<file path="config.mk">
export PLATFORM = sky130hd
export DESIGN_NAME = tone_oscillator
export DESIGN_NICKNAME = d
export VERILOG_FILES = /design/src/rtl/tone_oscillator.sv
export SDC_FILE = /design/constraint.sdc
export NUM_CORES = 1
export LEC_CHECK = 0
export ABC_AREA = 1
export CAP_MARGIN = 20
export CORE_MARGIN = 10
export CORE_UTILIZATION = 58
export DETAILED_ROUTE_END_ITERATION = 6
export GPL_TIMING_DRIVEN = 0
export PLACE_DENSITY = 0.8
export SLEW_MARGIN = 25
export SYNTH_ARGS = -nofsm -noshare
export SYNTH_HDL_FRONTEND = slang
export SYNTH_SLANG_ARGS = --single-unit
</file>
<file path="constraint.sdc">
create_clock -name clk -period 2.5 [get_ports clk]
set_input_delay 0.625 -clock clk [delete_from_list [all_inputs] [get_ports clk]]
set_output_delay 0.625 -clock clk [all_outputs]
set_load 0.01 [all_outputs]
</file>
<file path="src/rtl/tone_oscillator.sv">
// Square-wave tone generator with a linear attack/release envelope.
// Pitch changes are deferred to half-period boundaries so no runt pulses appear.
module tone_oscillator #(
  parameter int WIDTH    = 16,
  parameter int RAMP_DIV = 1200
) (
  input  logic             clk,
  input  logic             nrst,
  input  logic [WIDTH-1:0] divider,
  input  logic             en,
  output logic             wave,
  output logic [7:0]       sample,
  output logic [7:0]       amp,
  output logic             busy,
  output logic             period_done
);

  localparam int PW = (RAMP_DIV > 1) ? $clog2(RAMP_DIV) : 1;
  localparam logic [PW-1:0] PRE_LAST = PW'(RAMP_DIV - 1);

  typedef enum logic [1:0] {IDLE, ATTACK, SUSTAIN, RELEASE} state_t;

  state_t           state, state_nxt;
  logic [WIDTH-1:0] cnt, cnt_nxt;
  logic [WIDTH-1:0] active_div, div_nxt;
  logic [PW-1:0]    presc, presc_nxt;
  logic             wave_nxt;
  logic [7:0]       amp_nxt;
  logic             pd_nxt;
  logic             note_on;
  logic             pre_wrap;
  logic             half_end;

  // Offset-binary sample: half the amplitude above or below mid-scale.
  function automatic logic [7:0] sample_of(input logic w, input logic [7:0] a);
    logic [7:0] half;
    half = {1'b0, a[7:1]};
    return w ? (8'd128 + half) : (8'd128 - half);
  endfunction

  assign note_on  = en && (divider != '0);
  assign pre_wrap = (presc == PRE_LAST);
  assign half_end = (cnt == active_div - WIDTH'(1));

  always_comb begin
    state_nxt = state;
    cnt_nxt   = cnt;
    div_nxt   = active_div;
    presc_nxt = presc;
    wave_nxt  = wave;
    amp_nxt   = amp;
    pd_nxt    = 1'b0;

    if (state != IDLE) begin
      if (half_end) begin
        cnt_nxt  = '0;
        wave_nxt = ~wave;
        pd_nxt   = wave;
        if (divider != '0) div_nxt = divider;
      end else begin
        cnt_nxt = cnt + WIDTH'(1);
      end
    end

    unique case (state)
      IDLE: begin
        cnt_nxt  = '0;
        wave_nxt = 1'b0;
        amp_nxt  = 8'd0;
        pd_nxt   = 1'b0;
        if (note_on) begin
          state_nxt = ATTACK;
          div_nxt   = divider;
          presc_nxt = '0;
        end
      end
      ATTACK: begin
        if (!note_on) begin
          state_nxt = RELEASE;
          presc_nxt = '0;
        end else if (amp == 8'hFF) begin
          state_nxt = SUSTAIN;
        end else begin
          presc_nxt = pre_wrap ? '0 : presc + PW'(1);
          if (pre_wrap) begin
            amp_nxt = amp + 8'd1;
            if (amp == 8'hFE) state_nxt = SUSTAIN;
          end
        end
      end
      SUSTAIN: begin
        if (!note_on) begin
          state_nxt = RELEASE;
          presc_nxt = '0;
        end
      end
      RELEASE: begin
        if (note_on) begin
          state_nxt = ATTACK;
          presc_nxt = '0;
        end else if (amp == 8'd0) begin
          state_nxt = IDLE;
          wave_nxt  = 1'b0;
          cnt_nxt   = '0;
          pd_nxt    = 1'b0;
        end else begin
          presc_nxt = pre_wrap ? '0 : presc + PW'(1);
          if (pre_wrap) begin
            amp_nxt = amp - 8'd1;
            // Last step lands on silence: park the oscillator immediately.
            if (amp == 8'd1) begin
              state_nxt = IDLE;
              wave_nxt  = 1'b0;
              cnt_nxt   = '0;
              pd_nxt    = 1'b0;
            end
          end
        end
      end
      default: state_nxt = IDLE;
    endcase
  end

  always_ff @(posedge clk or negedge nrst) begin
    if (!nrst) begin
      state       <= IDLE;
      cnt         <= '0;
      active_div  <= '0;
      presc       <= '0;
      wave        <= 1'b0;
      amp         <= 8'd0;
      sample      <= 8'd128;
      busy        <= 1'b0;
      period_done <= 1'b0;
    end else begin
      state       <= state_nxt;
      cnt         <= cnt_nxt;
      active_div  <= div_nxt;
      presc       <= presc_nxt;
      wave        <= wave_nxt;
      amp         <= amp_nxt;
      sample      <= sample_of(wave, amp);
      busy        <= (state_nxt != IDLE);
      period_done <= pd_nxt;
    end
  end

endmodule
</file>
# == After elaboration in Yosys (flattened, before gate mapping) ==
# Cells that the tools add are included.
# word_totals
reg_bits,64
input_bits,19
out_inout_bits,19
# classes
addsub,7
eq_ne,18
mux,53
bitwise_logic,1
n_reduce_logical,9
# op_table
op,n
16-bit two-way mux,11
11-bit two-way mux,7
8-bit two-way mux,7
11-bit case mux with 4 select lines,1
16-bit case mux with 2 select lines,1
8-bit case mux with 3 select lines,1
2-bit two-way mux,10
16-bit by 1-bit adder with 16-bit output (second input constant),1
16-bit == test,1
8-bit == test (second input constant),2
2-bit != test (second input constant),8
16-bit nonzero test,1
16-bit by 1-bit subtractor with 16-bit output (second input constant),1
1-bit two-way mux,12
11-bit by 1-bit adder with 11-bit output (second input constant),1
11-bit == test (second input constant),1
8-bit by 1-bit adder with 8-bit output (second input constant),1
8-bit by 7-bit adder with 8-bit output (first input constant),1
8-bit by 1-bit == test with 1-bit output (second input constant),1
8-bit logical NOT,1
2-bit case mux with 4 select lines,1
8-bit by 1-bit subtractor with 8-bit output (second input constant),1
8-bit by 7-bit subtractor with 8-bit output (first input constant),1
7-bit AND reduction,1
other kinds (10),14

# == Logic depth before layout (Yosys ltp) ==
# logic_depth
depth_word,9
ltp_mapped,16
mapped_depth_nobuf,15

# == Least setup slack after synthesis ==
# No wires, ideal clock.
# synth_path
kind,register to register
startpoint,reg active_div[0]
endpoint,reg wave
setup_ps,120
arrival_time_ps,1992
path_slack_ps,387
stages_incl_launch_ff,14
synth_period_minus_slack_ps,2113
cell_sequence,dfrtp_1 inv_1 ha_1 nand2_1 nor2_1 nand3_1 nand2_1 nand2_1 nor2_2 nand2_1 nor4_1 ha_1 o211ai_1 inv_1
# synth_between
elab_chain_cells,9
# synth_lines
element,line_no,rtl
start: declaration,25,"logic [WIDTH-1:0] active_div, div_nxt;"
start signal: assignment,138,active_div <= div_nxt;
16-bit by 1-bit subtractor with 16-bit output *,43,assign half_end = (cnt == active_div - WIDTH'(1));
16-bit == test *,43,
1-bit two-way mux *,55,if (half_end) begin
1-bit two-way mux *,54,if (state != IDLE) begin
1-bit two-way mux,111,if (amp == 8'd1) begin
1-bit two-way mux,108,if (pre_wrap) begin
1-bit two-way mux,101,end else if (amp == 8'd0) begin
1-bit two-way mux,98,if (note_on) begin
1-bit case mux with 2 select lines *,65,unique case (state)
net wave_nxt,27,logic wave_nxt;
end signal: assignment,140,wave <= wave_nxt;
end: declaration,11,"output logic wave,"
# Mark *: on every way through the listed nets, which the timed path passes. The rest lies on a longest branch.
# A chain may end at the register's enable or synchronous reset.

# == Worst setup path after layout ==
# layout_path
startpoint,in divider[6]
endpoint,reg presc[9]
# layout_between
elab_chain_cells,4
# layout_lines
element,line_no,rtl
start: declaration,9,"input logic [WIDTH-1:0] divider,"
16-bit nonzero test *,41,assign note_on = en && (divider != '0);
1-bit logical AND *,41,
"3-bit != test (no source line), or another cell as far along",-,
4-bit AND reduction (no source line) / 11-bit case mux with 4 select lines (equally long branches),-,
end signal: assignment,139,presc <= presc_nxt;
end: declaration,26,"logic [PW-1:0] presc, presc_nxt;"
# Mark *: on every way between the ends. The rest lies on a longest branch, timed or not.

==> flow_metrics.py <==
metrics = {
    "timing": {
        "setup-tns-final_ns": 0,
        "worstMarginPinSlew_ns": 0.5850,
        "maxSlewHeadroom_pct": 60.58,
        "drv_slew": 0,
        "fmax_ghz": 0.4251,
        "setup_violations": 0,
        "min_period_ns": 2.352,
        "fin_skew_ns": 0.01147,
        "hold_viol_final": 0,
        "fin_crit_sh_pct": 94.10,
    },
    "yosys": {
        "synthAdderAreaFrac_pct": 4.779,
        "netlist_top_cells_area": "dfrtp_1, nand2_1, nand3_1",
        "ys_types": 47,
        "syn_inst": 611,
        "synth-edff-count": 0,
        "syn_nets": 647,
        "synthSimpleGateAreaFrac_pct": 35.20,
        "async_flop_share_pct": 100.0,
        "syn_area_sq_um": 4451,
        "synth_area_per_cell_sq_um": 7.284,
        "synth_compound_area_share_pct": 9.334,
        "yosys_register_bits": 64,
        "synth_top_area_share_pct": 35.42,
        "synth_xor_xnor_area_share_pct": 6.269,
        "yosysSeqAreaShare_pct": 36.01,
        "yosys_warnings": 0,
        "yosys_most_used_dff": "dfrtp_1",
        "synth_top_family_by_area": "simple AND/OR/NAND/NOR gates",
        "muxShareOfSynthArea_pct": 0,
        "synth_top_cell_by_area": "dfrtp_1",
    },
    "floorplan": {
        "die_w_um": 107.6,
        "core_sq_um": 7370,
        "die_h_um": 107.6,
        "io_pins": 38,
        "fp-row-count": 31,
        "design.die.area_sq_um": 11580,
        "start_util_pct": 60.39,
    },
    "global_route": {
        "grt-ovfl-total": 0,
        "grt_pass1_vias": 4067,
        "grt_pass1_wl_um": 18960,
        "grt_usage_pct": 20.06,
        "antenna_found_initial": 0,
        "grt_max_degree": 36,
    },
    "drt": {
        "drtIter0Drc": 188,
        "via_per_inst": 5.534,
        "dr.pass1.iters": 5,
        "vias": 4250,
        "route.detailed.drc": 0,
        "routed_wl_um": 11530,
        "ant_nets": 0,
        "wire_per_inst_um": 15.01,
    },
    "power": {
        "ir_drop_uv": 758.7,
        "power_frac_seq_pct": 29.3,
        "total_power_mw": 5.938,
        "p_int_mw": 3.107,
        "p_clk_share_pct": 14.9,
        "power.switching_mw": 2.830,
        "powerDensity_nw_per_um2": 1128,
        "p_comb_share_pct": 55.8,
        "switching_share_pct": 47.66,
        "leakage_nw": 2.600,
    },
    "placement": {
        "dp_hpwl_um": 8682,
        "portBuffers": 37,
        "routabilityCongestion": 0.9490,
        "placed_cells": 748,
    },
    "worst_setup_path": {
        "required_ns": 2.73,
        "r2r_cells": 15,
        "r2r_setup_slack_ns": 0.18,
        "start_kind": "input port",
        "crit_type": "in -> reg",
        "timing.rr.end": "active_div[9]",
        "crit_path_end_kind": "flip-flop",
        "timing.rr.start": "active_div[1]",
        "cp.arrival_ns": 2.58,
        "critPathLaunch": "divider[6]",
        "cp_max_fo": 10,
    },
    "clock_tree": {
        "cts-root-buf": "clkbuf_8",
        "cts_htree_levels": 3,
        "clkLatencyLatePin_ns": 0.36,
        "clkSlewWorstSetupHoldPaths_ns": 0.07,
        "cts_tree": "done",
        "numCtsBuffers": 9,
        "cts_hold_buf": 0,
        "clkSinkCount": 64,
        "ctsLongestPathBuffers": 2,
    },
    "layout": {
        "diodes": 0,
        "layout_commonest_cell": "nand2_1",
        "instances_no_fill": 768,
        "multiInputGateArea_sq_um": 2546,
        "most-common-layout-cells": "nand2_1, inv_1, nor2_1",
        "drive_gt1_share_pct": 11.66,
        "syn_to_final_growth_pct": 18.27,
        "nNetsFinal": 701,
        "fill_cells": 596,
        "seq_area_sq_um": 1603,
        "final_util_pct": 71.43,
    },
    "job": {
        "drv_cap": 0,
    },
    "outcome": {
        "outcome": "finished, final reports clean",
    },
    "worst_hold_path": {
        "worstHoldPathType": "in -> async",
    },
}
[Yosys cell counts, drive strengths merged (2+ instances only)]
cell and instances:
nand2 148, nor2 80, inv 79, nand3 71
dfrtp 63, o21ai 36, xor2 21, ha 17
a21oi 15, nand4 15, buf 10, xnor2 10
nor3 8, or2 6, o22ai 5, o21a 4
a22oi 2, a31oi 2, clkbuf 2, nand3b 2
nor3b 2, nor4 2, o21bai 2
[worst max-delay path by stage]
stage,to,slack [ns]
finish,presc[9],0.15
global route,amp[6],-0.01
CTS,wave,0.005
detailed placement,presc[9],-0.36
global placement,cnt[1],-1.32
floorplan,wave,0.39
[per-layer routing]
| metal | wire length (um) | vias to the layer above | track usage (%) |
|---|---|---|---|
| li1 | - | 2082 | - |
| met3 | 772 | 25 | 5.030 |
| met2 | 5551 | 138 | 32.48 |
| met4 | 238 | 0 | 7.729 |
| met5 | 0 | - | 0 |
| met1 | 4966 | 2005 | 25.09 |
[through the flow]
step | hold slack [ns] | area [sq um] | setup slack [ns]
after floorplan | 0.3294 | 4451 | 0.3873
after global routing | 0.2228 | 5264 | -0.01089
after CTS | 0.2031 | 5162 | 0.005061
final | 0.2082 | 5264 | 0.1475
after global placement | 0.4770 | 4945 | -1.321
after detailed placement | 0.4836 | 4962 | -0.3558
[kinds of logic (layout without fill, tap and decap cells)]
logic type / after synthesis / after routing
and+or+nand+nor: 335 / 335
buffers and inverters: 91 / 149
AOI/OAI and AO/OA: 73 / 73
DFF: 64 / 64
xor gates and xnor gates: 31 / 31
adders and majority gates: 17 / 17
[final cells by class]
cell class | count | area share, %
clock inverters | 4 | 0.8557
plain buffers | 12 | 1.474
multi-input cells | 456 | 48.37
flip-flops and latches | 64 | 30.45
repair buffers | 43 | 8.082
clock buffers | 11 | 2.686
well taps | 99 | 2.353
inverters | 79 | 5.729
[timing repair]
item,CTS,global route
hold endpoints to repair,0,0
buffers inserted,0,5
gates cloned,0,0
endpoints found under the setup margin,2,33
gates resized for setup,3,15
pin swaps,0,3
[power groups by stage]
stage                     clock network (mW)  registers (mW)  logic [mW]
after CTS                              0.901            1.73        3.16
final                                  0.885            1.74        3.31
after detailed placement                   0            1.75        3.12
after floorplan                            0            1.72        2.21
after global placement                     0            1.74        3.03
after global routing                   0.939            1.79        3.73
[state kept, by name, summed over array words and instances, names as in the netlist]
signal,cells
sample,8
amp,8
presc,11
active_div,16
wave,1
period_done,1
state,2
busy,1
cnt,16
[critical path, stage by stage]
cell,delay (ns)
clkdlybuf4s50_1,0.44
nor2_1,0.18
nand2_1,0.07
nor2_1,0.12
nand2_2,0.13
nand2_4,0.15
inv_1,0.14
nand2_1,0.14
nand2_4,0.12
inv_4,0.12
nand3_1,0.10
xor2_1,0.17
nor2_1,0.06
(Power assumes the default switching activity.)
